$ cat config.mk
export PLATFORM = sky130hd
export DESIGN_NAME = reg_scoreboard_flat
export DESIGN_NICKNAME = d
export VERILOG_FILES = /design/src/rtl/reg_scoreboard_if.sv /design/src/rtl/reg_scoreboard.sv /design/src/flat_wrapper.sv
export SDC_FILE = /design/constraint.sdc
export NUM_CORES = 1
export LEC_CHECK = 0
export CAP_MARGIN = 25
export CORE_MARGIN = 4
export CORE_UTILIZATION = 53
export DETAILED_ROUTE_END_ITERATION = 7
export HOLD_SLACK_MARGIN = 0.05
export PLACE_DENSITY_LB_ADDON = 0.05
export SLEW_MARGIN = 25
export SYNTH_ARGS = -nofsm -noshare
export SYNTH_HDL_FRONTEND = slang
export SYNTH_SLANG_ARGS = --single-unit
$ cat constraint.sdc
create_clock -name i_clk -period 4.7 [get_ports i_clk]
set_input_delay 0.94 -clock i_clk [delete_from_list [all_inputs] [get_ports i_clk]]
set_output_delay 0.94 -clock i_clk [all_outputs]
set_load 0.02 [all_outputs]
$ cat src/rtl/reg_scoreboard_if.sv
// Issue/completion/status bundle between the ID stage and the long-latency register scoreboard.
// The ID stage drives through the master modport. The scoreboard uses the slave modport.
interface reg_scoreboard_if #(
  parameter int MAX_OUTSTANDING = 4
) ();
  localparam int CW = $clog2(MAX_OUTSTANDING + 1);

  logic          i_issue_valid;
  logic [4:0]    i_issue_rs1;
  logic [4:0]    i_issue_rs2;
  logic [4:0]    i_issue_rd;
  logic          i_issue_long;
  logic          o_issue_ready;
  logic          o_stall;
  logic [1:0]    o_stall_cause;
  logic          i_cmpl_valid;
  logic [4:0]    i_cmpl_rd;
  logic [31:0]   o_pending;
  logic [CW-1:0] o_outstanding;
  logic          o_err_spurious;
  logic          o_timeout;
  logic [31:0]   o_stall_cycles;

  modport master (
    output i_issue_valid, i_issue_rs1, i_issue_rs2, i_issue_rd, i_issue_long,
    output i_cmpl_valid, i_cmpl_rd,
    input  o_issue_ready, o_stall, o_stall_cause, o_pending, o_outstanding,
    input  o_err_spurious, o_timeout, o_stall_cycles
  );

  modport slave (
    input  i_issue_valid, i_issue_rs1, i_issue_rs2, i_issue_rd, i_issue_long,
    input  i_cmpl_valid, i_cmpl_rd,
    output o_issue_ready, o_stall, o_stall_cause, o_pending, o_outstanding,
    output o_err_spurious, o_timeout, o_stall_cycles
  );
endinterface

$ cat src/rtl/reg_scoreboard.sv
// Scoreboard for destination registers of in-flight long-latency ops.
// It stalls ID on RAW, WAW or capacity hazards until the producing unit signals writeback.
module reg_scoreboard #(
  parameter int MAX_OUTSTANDING = 4,
  parameter int CMPL_BYPASS     = 1,
  parameter int TIMEOUT_CYCLES  = 1024
) (
  input logic             i_clk,
  input logic             i_rst_n,
  reg_scoreboard_if.slave sb
);
  localparam int CW = $clog2(MAX_OUTSTANDING + 1);
  localparam int WW = (TIMEOUT_CYCLES > 0) ? $clog2(TIMEOUT_CYCLES + 1) : 1;
  localparam logic [CW-1:0] MAX_CNT = CW'(MAX_OUTSTANDING);
  localparam logic [WW-1:0] WD_MAX  = WW'(TIMEOUT_CYCLES);
  localparam bit            WD_ON   = (TIMEOUT_CYCLES != 0);
  localparam bit            BYPASS  = (CMPL_BYPASS != 0);

  typedef enum logic [1:0] {
    CAUSE_NONE = 2'd0,
    CAUSE_RAW  = 2'd1,
    CAUSE_WAW  = 2'd2,
    CAUSE_FULL = 2'd3
  } cause_e;

  logic [31:0]   pending, pending_nxt, eff_pend;
  logic [CW-1:0] outstanding, outstanding_nxt;
  logic [WW-1:0] wd, wd_nxt;
  logic          timeout;
  logic          err_spurious;
  logic [31:0]   stall_cycles;
  logic          cmpl_hit, long_rd, raw, waw, full, accept_long, stall;
  cause_e        cause;

  // Bit 0 is never set, so a completion to x0 always counts as spurious.
  assign cmpl_hit = sb.i_cmpl_valid && pending[sb.i_cmpl_rd];
  assign long_rd  = sb.i_issue_long && (sb.i_issue_rd != 5'd0);

  // NOTE: every always_comb output gets a default first, so no path can infer a latch.
  always_comb begin
    eff_pend = pending;
    if (BYPASS && sb.i_cmpl_valid) eff_pend[sb.i_cmpl_rd] = 1'b0;
  end

  assign raw  = eff_pend[sb.i_issue_rs1] | eff_pend[sb.i_issue_rs2];
  assign waw  = long_rd && eff_pend[sb.i_issue_rd];
  assign full = long_rd && (outstanding == MAX_CNT) && !(BYPASS && cmpl_hit);

  always_comb begin
    cause = CAUSE_NONE;
    if (sb.i_issue_valid) begin
      if (raw)       cause = CAUSE_RAW;
      else if (waw)  cause = CAUSE_WAW;
      else if (full) cause = CAUSE_FULL;
    end
  end

  assign stall       = (cause != CAUSE_NONE);
  assign accept_long = sb.i_issue_valid && !stall && long_rd;

  assign sb.o_issue_ready  = !stall;
  assign sb.o_stall        = stall;
  assign sb.o_stall_cause  = cause;
  assign sb.o_pending      = pending;
  assign sb.o_outstanding  = outstanding;
  assign sb.o_err_spurious = err_spurious;
  assign sb.o_timeout      = timeout;
  assign sb.o_stall_cycles = stall_cycles;

  // Clear before set, so completion and re-issue of the same rd leave the bit pending.
  always_comb begin
    pending_nxt = pending;
    if (cmpl_hit)    pending_nxt[sb.i_cmpl_rd]  = 1'b0;
    if (accept_long) pending_nxt[sb.i_issue_rd] = 1'b1;

    outstanding_nxt = outstanding;
    case ({accept_long, cmpl_hit})
      2'b10:   outstanding_nxt = outstanding + CW'(1);
      2'b01:   outstanding_nxt = outstanding - CW'(1);
      default: outstanding_nxt = outstanding;
    endcase

    wd_nxt = '0;
    if (!cmpl_hit && (outstanding != '0)) wd_nxt = (wd == WD_MAX) ? wd : wd + WW'(1);
  end

  // NOTE: state uses non-blocking assignments so every flop samples pre-edge values.
  always_ff @(posedge i_clk or negedge i_rst_n) begin
    if (!i_rst_n) begin
      pending      <= '0;
      outstanding  <= '0;
      wd           <= '0;
      timeout      <= 1'b0;
      err_spurious <= 1'b0;
      stall_cycles <= '0;
    end else begin
      pending      <= pending_nxt;
      outstanding  <= outstanding_nxt;
      wd           <= wd_nxt;
      timeout      <= timeout | (WD_ON && (wd_nxt == WD_MAX));
      err_spurious <= sb.i_cmpl_valid && !pending[sb.i_cmpl_rd];
      if (stall && (stall_cycles != '1)) stall_cycles <= stall_cycles + 32'd1;
    end
  end
endmodule

$ cat src/flat_wrapper.sv
// flat-port wrapper written by rule: the top's interface ports become plain ports
module reg_scoreboard_flat 
#(
  parameter int MAX_OUTSTANDING = 4,
  parameter int CMPL_BYPASS     = 1,
  parameter int TIMEOUT_CYCLES  = 1024
)
  (i_clk, i_rst_n, sb_i_issue_valid, sb_i_issue_rs1, sb_i_issue_rs2, sb_i_issue_rd, sb_i_issue_long, sb_i_cmpl_valid, sb_i_cmpl_rd, sb_o_issue_ready, sb_o_stall, sb_o_stall_cause, sb_o_pending, sb_o_outstanding, sb_o_err_spurious, sb_o_timeout, sb_o_stall_cycles);
  reg_scoreboard_if #(.MAX_OUTSTANDING(MAX_OUTSTANDING)) sb_i ();
  input logic i_clk;
  input logic i_rst_n;
  input wire logic [$bits(sb_i.i_issue_valid)-1:0] sb_i_issue_valid;
  input wire logic [$bits(sb_i.i_issue_rs1)-1:0] sb_i_issue_rs1;
  input wire logic [$bits(sb_i.i_issue_rs2)-1:0] sb_i_issue_rs2;
  input wire logic [$bits(sb_i.i_issue_rd)-1:0] sb_i_issue_rd;
  input wire logic [$bits(sb_i.i_issue_long)-1:0] sb_i_issue_long;
  input wire logic [$bits(sb_i.i_cmpl_valid)-1:0] sb_i_cmpl_valid;
  input wire logic [$bits(sb_i.i_cmpl_rd)-1:0] sb_i_cmpl_rd;
  output wire logic [$bits(sb_i.o_issue_ready)-1:0] sb_o_issue_ready;
  output wire logic [$bits(sb_i.o_stall)-1:0] sb_o_stall;
  output wire logic [$bits(sb_i.o_stall_cause)-1:0] sb_o_stall_cause;
  output wire logic [$bits(sb_i.o_pending)-1:0] sb_o_pending;
  output wire logic [$bits(sb_i.o_outstanding)-1:0] sb_o_outstanding;
  output wire logic [$bits(sb_i.o_err_spurious)-1:0] sb_o_err_spurious;
  output wire logic [$bits(sb_i.o_timeout)-1:0] sb_o_timeout;
  output wire logic [$bits(sb_i.o_stall_cycles)-1:0] sb_o_stall_cycles;
  assign sb_i.i_issue_valid = sb_i_issue_valid;
  assign sb_i.i_issue_rs1 = sb_i_issue_rs1;
  assign sb_i.i_issue_rs2 = sb_i_issue_rs2;
  assign sb_i.i_issue_rd = sb_i_issue_rd;
  assign sb_i.i_issue_long = sb_i_issue_long;
  assign sb_i.i_cmpl_valid = sb_i_cmpl_valid;
  assign sb_i.i_cmpl_rd = sb_i_cmpl_rd;
  assign sb_o_issue_ready = sb_i.o_issue_ready;
  assign sb_o_stall = sb_i.o_stall;
  assign sb_o_stall_cause = sb_i.o_stall_cause;
  assign sb_o_pending = sb_i.o_pending;
  assign sb_o_outstanding = sb_i.o_outstanding;
  assign sb_o_err_spurious = sb_i.o_err_spurious;
  assign sb_o_timeout = sb_i.o_timeout;
  assign sb_o_stall_cycles = sb_i.o_stall_cycles;
  reg_scoreboard #(.MAX_OUTSTANDING(MAX_OUTSTANDING), .CMPL_BYPASS(CMPL_BYPASS), .TIMEOUT_CYCLES(TIMEOUT_CYCLES)) u_core (.i_clk(i_clk), .i_rst_n(i_rst_n), .sb(sb_i));
endmodule
==> summary.txt, run 1 <==
Outcome
  • Status: completed

Critical path
  • CP max stage delay: 480 ps
  • Worst Setup SP: sb_i_cmpl_rd[4]
  • CP required: about 3800 ps
  • Setup CP Type: input port to output pin
  • CP Capture Type: output pin
  • Crit path cell chain: clkdlybuf4s50_1, buf_4, nand4bb_1, or3_1, a221oi_2, nor4_2, nor4b_4, and4_4, buf_4, nand2_1, nor2_2, buf_4
  • Crit-path max FO: 6
  • Crit path DAT: 3690 ps
  • Critical Path Start Type: input port
  • Launching point of the worst reg2reg path: u_core.sb.o_pending[24]$_DFF_PN0_
  • Most frequent CP cell: buf_4
  • Cell at the slowest stage of the critical path: clkdlybuf4s50_1

Synthesis
  • Synth cell types: 70
  • Syn nets: 593
  • Cells after Synth: 563
  • Ys async rst share: 1.00
  • Ys flop type: dfrtp_1
  • Synth top area share: 0.371
  • Synth warn: 0
  • Synthesized area per cell: roughly 9.6 sq um
  • Synth area leaders: dfrtp_1 (37%), xnor2_1 (5.8%), mux2_2 (4.6%), mux2i_1 (3.3%), nor2_1 (3.0%)
  • Mapped Area: 5400 sq um
  • Area leader, netlist: dfrtp_1
  • EDFF count, synth: 0
  • Seq cells post-synth: 80
  • Post-synthesis sequential area ratio: 0.371

Place
  • Placer Congestion: 0.983
  • Post-DP HPWL: 13700 um
  • Placed cell areas: 7080 sq um
  • IO Port Bufs: 97

Layout
  • Antenna Cells: 0
  • Final instance area: 7400 sq um
  • Most common cell after layout, fill and taps aside: buf_4
  • Layout cells sized above 1: 0.240
  • Most frequent cells in the layout: buf_4 (101), clkdlybuf4s50_1 (88), dfrtp_1 (80), nor2_1 (42), xnor2_1 (36)
  • Layout area overhead: 37.1%
  • Fillcell total: about 720
  • Fin nets: 767
  • Final core area utilization: 0.750

STA
  • RSZ-0062 raised after global routing: true
  • Fin. max-slew vios: 0
  • Final hold vios: 0
  • Achievable frequency: 216 MHz
  • Slew HR: 0.526
  • Worst-Margin Slew: 711 ps
  • Min Tclk post-route: 4630 ps
  • Final period utilization: 0.985
  • Clock skew: 8.09 ps
  • Final setup vio count: 0

Clock tree
  • Post-cts hold buffer count: 0
  • CTS tree: yes
  • CTS sink count: 80
  • Clock-pin slew on the worst setup and hold paths: 80 ps
  • # H-tree levels: 3
  • Clock root buffer: clkbuf_8
  • Clock Tree Buf Depth: 2
  • Clk_lat worst skew: 350 ps
  • CTS buffer count: 9

Die
  • Die Wd: 109 um
  • Core area: 9860 sq um
  • Initial Util: 0.547
  • DIE AREA: 11900 sq um
  • Ports: 98
  • # rows: 36
  • Chip height: 109 um

Route
  • Via count: 5474
  • Vias/cell: 6.26
  • Antenna Nets Post-Route: 0
  • DR WL/cell: 20.7 um
  • Overall routed net length: approximately 18000 um
  • DRC Markers: 0
  • Pre-Repair DR Iteration Count: 5
  • Iter 0 DRT Violations: 549

Global route
  • GRT Overall Usage: 0.319
  • Global-route wire length before repair: 29200 um
  • Initial antenna violation count: 0
  • Total grt overflow: 0
  • Largest net degree at the start of global routing: 81
  • Vias in the first global route: 5624

Run
  • Maxcap violations: 0

Hold path
  • Min-Delay Startpoint: u_core.sb.o_timeout$_DFF_PN0_
  • Hold Path Class: flop to flop

Power and ir drop
  • Pwr/cell area: 323 nW/um^2
  • Leak Pwr: 3.15 nW
  • Max IR drop VDD: 0.395 mV
flip-flops by register name, indices dropped and copies added, names as in the netlist:
name / count
u_core.sb.o_err_spurious: 1
u_core.sb.o_outstanding: 3
u_core.sb.o_pending: 32
u_core.sb.o_stall_cycles: 32
u_core.sb.o_timeout: 1
u_core.wd: 11
per-stage QoR:
stage	setup TNS (ps)	setup WS (ps)	power [mW]	cells	hold slack, ps
final	0	68.5	2.39	875	481
after global routing	-16.6	-16.6	2.52	875	503
after CTS	0	8.12	2.38	873	486
after detailed placement	-2010	-563	1.81	854	463
after global placement	-2010	-565	1.79	854	461
after floorplan	0	634	1.38	563	512
cell type report:
cell class | count | area [sq um] | share of cell area
clock buffers | 13 | 149 | 0.0201
clock inverters | 3 | 65.1 | 0.00880
inverters | 19 | 71.3 | 0.00964
multi-input cells | 428 | 3190 | 0.431
flip-flops and latches | 80 | 2000 | 0.271
well taps | 133 | 166 | 0.0225
repair buffers | 199 | 1750 | 0.237
cell usage after synthesis (19+ instances only):
library cell  number
o31ai_1           21
xnor2_1           36
nand3_1           24
dfrtp_1           80
o21ai_0           26
nor2_1            43
mux2_2            22
inv_1             19
nand2_1           29
path summary, 6_finish.rpt:
kind	to	slack, ps	cells after the start
worst max-delay path	sb_o_stall_cause[1]	70	12
worst min-delay path	u_core.sb.o_timeout$_DFF_PN0_	480	1
worst max register to register	u_core.sb.o_outstanding[2]$_DFFE_PN0P_	1160	14
worst min register to register	u_core.sb.o_timeout$_DFF_PN0_	480	1
max in group asynchronous	u_core.sb.o_pending[29]$_DFF_PN0_	3600	1
min in group asynchronous	u_core.sb.o_stall_cycles[23]$_DFFE_PN0P_	610	1
kinds of logic after synthesis:
family | count (synthesis) | share of synthesized area
AOI/OAI and AO/OA | 138 | 0.183
xor gates and xnor gates | 47 | 0.0777
adders and majority gates | 5 | 0.0130
buffers and inverters | 55 | 0.0503
DFF | 80 | 0.371
muxes | 47 | 0.109
and+or+nand+nor | 191 | 0.197
timing repair:
item | CTS | global route
setup endpoints to repair | 4 | 4
buffers inserted | 3 | 2
endpoints found under the hold margin | 0 | 0
gates resized for setup | 21 | 20
pin swaps | 2 | 1
power by group:
group	internal (mW)	leakage, nW	total (mW)	switching, mW
Clock	0.314	0.108	0.553	0.239
Sequential	0.783	1.08	0.925	0.143
Combinational	0.434	1.96	0.910	0.476
Total	1.53	3.15	2.39	0.858
metal layers:
| layer | vias to the layer above | track usage | share of wire |
|---|---|---|---|
| met5 | - | 0 | 0 |
| li1 | 2482 | - | - |
| met1 | 2626 | 0.396 | 0.39 |
| met4 | 0 | 0.151 | 0.042 |
| met2 | 295 | 0.532 | 0.48 |
| met3 | 71 | 0.0669 | 0.080 |
worst max-delay path: cells and delay by family:
| kind | cells | cell delay (ps) |
|---|---|---|
| buf+inv | 4 | 970 |
| compound gates | 1 | 270 |
| simple gates | 7 | 1500 |
Note: power is estimated with default switching activity, not from simulation.
==> run 2, diff against run 1 <==
--- a/config.mk
+++ b/config.mk
@@ -7,9 +7,10 @@
 export LEC_CHECK = 0
 export CAP_MARGIN = 25
 export CORE_MARGIN = 4
-export CORE_UTILIZATION = 53
+export CORE_UTILIZATION = 48
 export DETAILED_ROUTE_END_ITERATION = 7
 export HOLD_SLACK_MARGIN = 0.05
+export MAX_ROUTING_LAYER = met4
 export PLACE_DENSITY_LB_ADDON = 0.05
 export SLEW_MARGIN = 25
 export SYNTH_ARGS = -nofsm -noshare
==> constraint.sdc (replaced) <==
create_clock -name i_clk -period 4.1 [get_ports i_clk]
set_input_delay 0.82 -clock i_clk [delete_from_list [all_inputs] [get_ports i_clk]]
set_output_delay 0.82 -clock i_clk [all_outputs]
set_load 0.02 [all_outputs]
==> run 2 against run 1 <==
Effect of this change: global-route usage is 1.4 points lower; critical endpoint unchanged; highest routed layer unchanged; hold slack better by 5.1 ps; sequential share of layout area is 1.8 points lower; clock skew is 0.68 ps lower.
==> summary.txt, run 2 (synthesized netlist as in run 1, its figures left out) <==
Critical path
  • CP required: 3280 ps (-480 ps)
  • Critical Path Start Type: input port
  • Crit-path max FO: 6 (unchanged)
  • Crit path DAT: 3210 ps (-480 ps)
  • Worst R2R Path Depth: 15 (+1)
  • Setup CP Type: input port to output pin
  • RR Endpoint: u_core.sb.o_outstanding[2]$_DFFE_PN0P_
  • Flop-to-flop setup slack: 640 ps (-520 ps)
  • CP Capture Type: output pin
  • Crit path cell chain: dlygate4sd2_1, buf_4, nand4bb_4, or3_4, a221oi_4, nor4_4, nor4b_2, and4_4, nand2_2, nor2_2, buf_6
  • Launching point of the worst reg2reg path: u_core.sb.o_pending[12]$_DFF_PN0_
  • Cell at the slowest stage of the critical path: or3_4
  • CP max stage delay: 400 ps (-80 ps)

STA
  • Final hold vios: 0 (unchanged)
  • Clock skew: 7.40 ps (-0.683 ps)
  • Final period utilization: 0.983
  • Hold_ws: 486 ps (+5.08 ps)
  • Achievable frequency: ~250 MHz
  • Min Tclk post-route: about 4000 ps
  • Fin. max-slew vios: 0 (unchanged)
  • Final setup vio count: 0 (unchanged)
  • Slew HR: 0.524 (-0.00183)
  • Worst-Margin Slew: 714 ps (+2.75 ps)

Power and ir drop
  • P_sw: 1.07 mW (+25%)
  • Cell Int Power: 1.95 mW (+27%)
  • Seq pwr share: 0.343 (-0.044)
  • Pwr/cell area: 381 nW/um^2 (+18%)
  • Leak Pwr: 3.39 nW (+7.5%)
  • Total power: 3.02 mW (+26%)
  • Sw frac: 0.354 (-0.00474)
  • Combinational share of power: 0.382 (about the same)
  • Max IR drop VDD: 0.306 mV (-22%)
  • Clock power frac: 0.276 (+0.044)

Place
  • Post-DP HPWL: 14400 um (+5.1%)
  • IO Port Bufs: 97 (unchanged)
  • Placer Congestion: 1.04 (+6.2%)

Hold path
  • Hold path cells: 1 (unchanged)
  • Hold Path Class: flop to flop
  • Min-Delay Startpoint: u_core.sb.o_timeout$_DFF_PN0_
  • Hold path endpoint: u_core.sb.o_timeout$_DFF_PN0_

Outcome
  • Status: completed

Die
  • DIE AREA: 13000 sq um (+9.6%)
  • # rows: 38 (+5.6%)
  • Ports: 98 (unchanged)
  • Die Wd: 114 um (+4.7%)
  • Initial Util: 0.493 (-0.0536)
  • Core area: 10900 sq um (+11%)
  • Chip height: 114 um (+4.7%)

Route
  • Via count: 5552 (+1.4%)
  • DR WL/cell: 20.8 um (+0.32%)
  • Wl on met1: 7890 um (+10%)
  • DRC Markers: 0 (unchanged)
  • DR top layer: met4
  • Routed met2 length: 9210 um (+5.2%)
  • Vias/cell: 6.07 (-3.0%)
  • Antenna Nets Post-Route: 0 (unchanged)
  • Overall routed net length: 19000 um (+4.9%)
  • Pre-Repair DR Iteration Count: 5 (unchanged)
  • Iter 0 DRT Violations: 538 (-2.0%)
  • DR WL met3: 1360 um (-6.7%)

Clock tree
  • CTS tree: yes
  • CTS sink count: 80 (unchanged)
  • Clk_lat worst skew: 340 ps (about the same)
  • CTS buffer count: 9 (unchanged)
  • Clock root buffer: clkbuf_16
  • # H-tree levels: 3 (unchanged)
  • Post-cts hold buffer count: 0 (unchanged)
  • Clock-pin slew on the worst setup and hold paths: 60 ps (-20 ps)
  • Clock Tree Buf Depth: 2 (unchanged)

Global route
  • Largest net degree at the start of global routing: 81 (unchanged)
  • GRT Overall Usage: 0.305 (-0.0139)
  • Vias in the first global route: 5724 (+1.8%)
  • Total grt overflow: 0 (unchanged)
  • Global-route wire length before repair: 30400 um (+3.8%)
  • Initial antenna violation count: 0 (unchanged)

Layout
  • Final core area utilization: 0.724 (-0.0258)
  • Antenna Cells: 0 (unchanged)
  • Most common cell after layout, fill and taps aside: buf_4
  • Fin nets: 800 (+4.3%)
  • Layout area overhead: 46.7%
  • Layout cells sized above 1: 0.299 (+0.0595)
  • Most frequent cells in the layout: buf_4 (128), clkdlybuf4s50_1 (83), dfrtp_1 (80), nor2_1 (42), xnor2_1 (35)

Run
  • Maxcap violations: 0 (unchanged)
run 2: through the flow:
stage                     setup WS [ps]  TNS [ps]  instances  cell area, sq um
after floorplan                     199         0        563              5400
after global placement             -830     -9630        893              7330
after detailed placement           -831    -10520        893              7330
after CTS                          1.90         0        912              7730
after global routing              -36.2     -42.6        915              7920
final                              67.9         0        915              7920
run 2: worst max-delay path by stage:
| stage | slack, ps | to | from | depth (start not counted) |
|---|---|---|---|---|
| after detailed placement | -830 | sb_o_issue_ready | sb_i_cmpl_rd[0] | 12 |
| final | 70 | sb_o_stall_cause[1] | sb_i_cmpl_rd[1] | 11 |
| after global placement | -830 | sb_o_issue_ready | sb_i_cmpl_valid | 11 |
| after CTS | 2 | sb_o_stall | sb_i_cmpl_rd[0] | 13 |
| after global routing | -40 | sb_o_stall_cause[1] | sb_i_cmpl_rd[1] | 12 |
| after floorplan | 200 | u_core.sb.o_outstanding[2]$_DFFE_PN0P_ | sb_i_cmpl_rd[0] | 16 |
run 2: cell type report:
cell class	count	area (sq um)
Clock buffer	11	243
Clock inverter	5	63.8
Fill cell	837	3020
Inverter	19	71.3
Multi-Input combinational cell	428	3350
Sequential cell	80	2000
Tap cell	140	175
Timing Repair Buffer	232	2010
run 2: power by group through the flow:
stage                     registers (mW)  logic [mW]  clock network (mW)
final                               1.03        1.15               0.832
after global routing                1.05        1.23               0.883
after CTS                           1.03        1.12               0.846
after detailed placement            1.04        1.10                   0
after global placement              1.04        1.08                   0
after floorplan                     1.13       0.451                   0
run 2: what timing repair did:
item                       4_1_cts  5_1_grt
setup endpoints to repair       14        4
pin swaps                        3       13
buffers inserted                 2        3
resized for setup               54       43
cloned                           1        0
hold endpoints to repair         0        0
run 2: metal layers:
metal / up-vias / track usage
met2: 273 / 0.496
met5: - / -
met4: 0 / 0.114
met1: 2685 / 0.385
li1: 2540 / -
met3: 54 / 0.0493
run 2: critical path, delay by kind of cell:
family                 cells  cell delay (ps)
AND/OR/NAND/NOR            7             1540
AO/OA/AOI/OAI              1              280
buffers and inverters      3              560
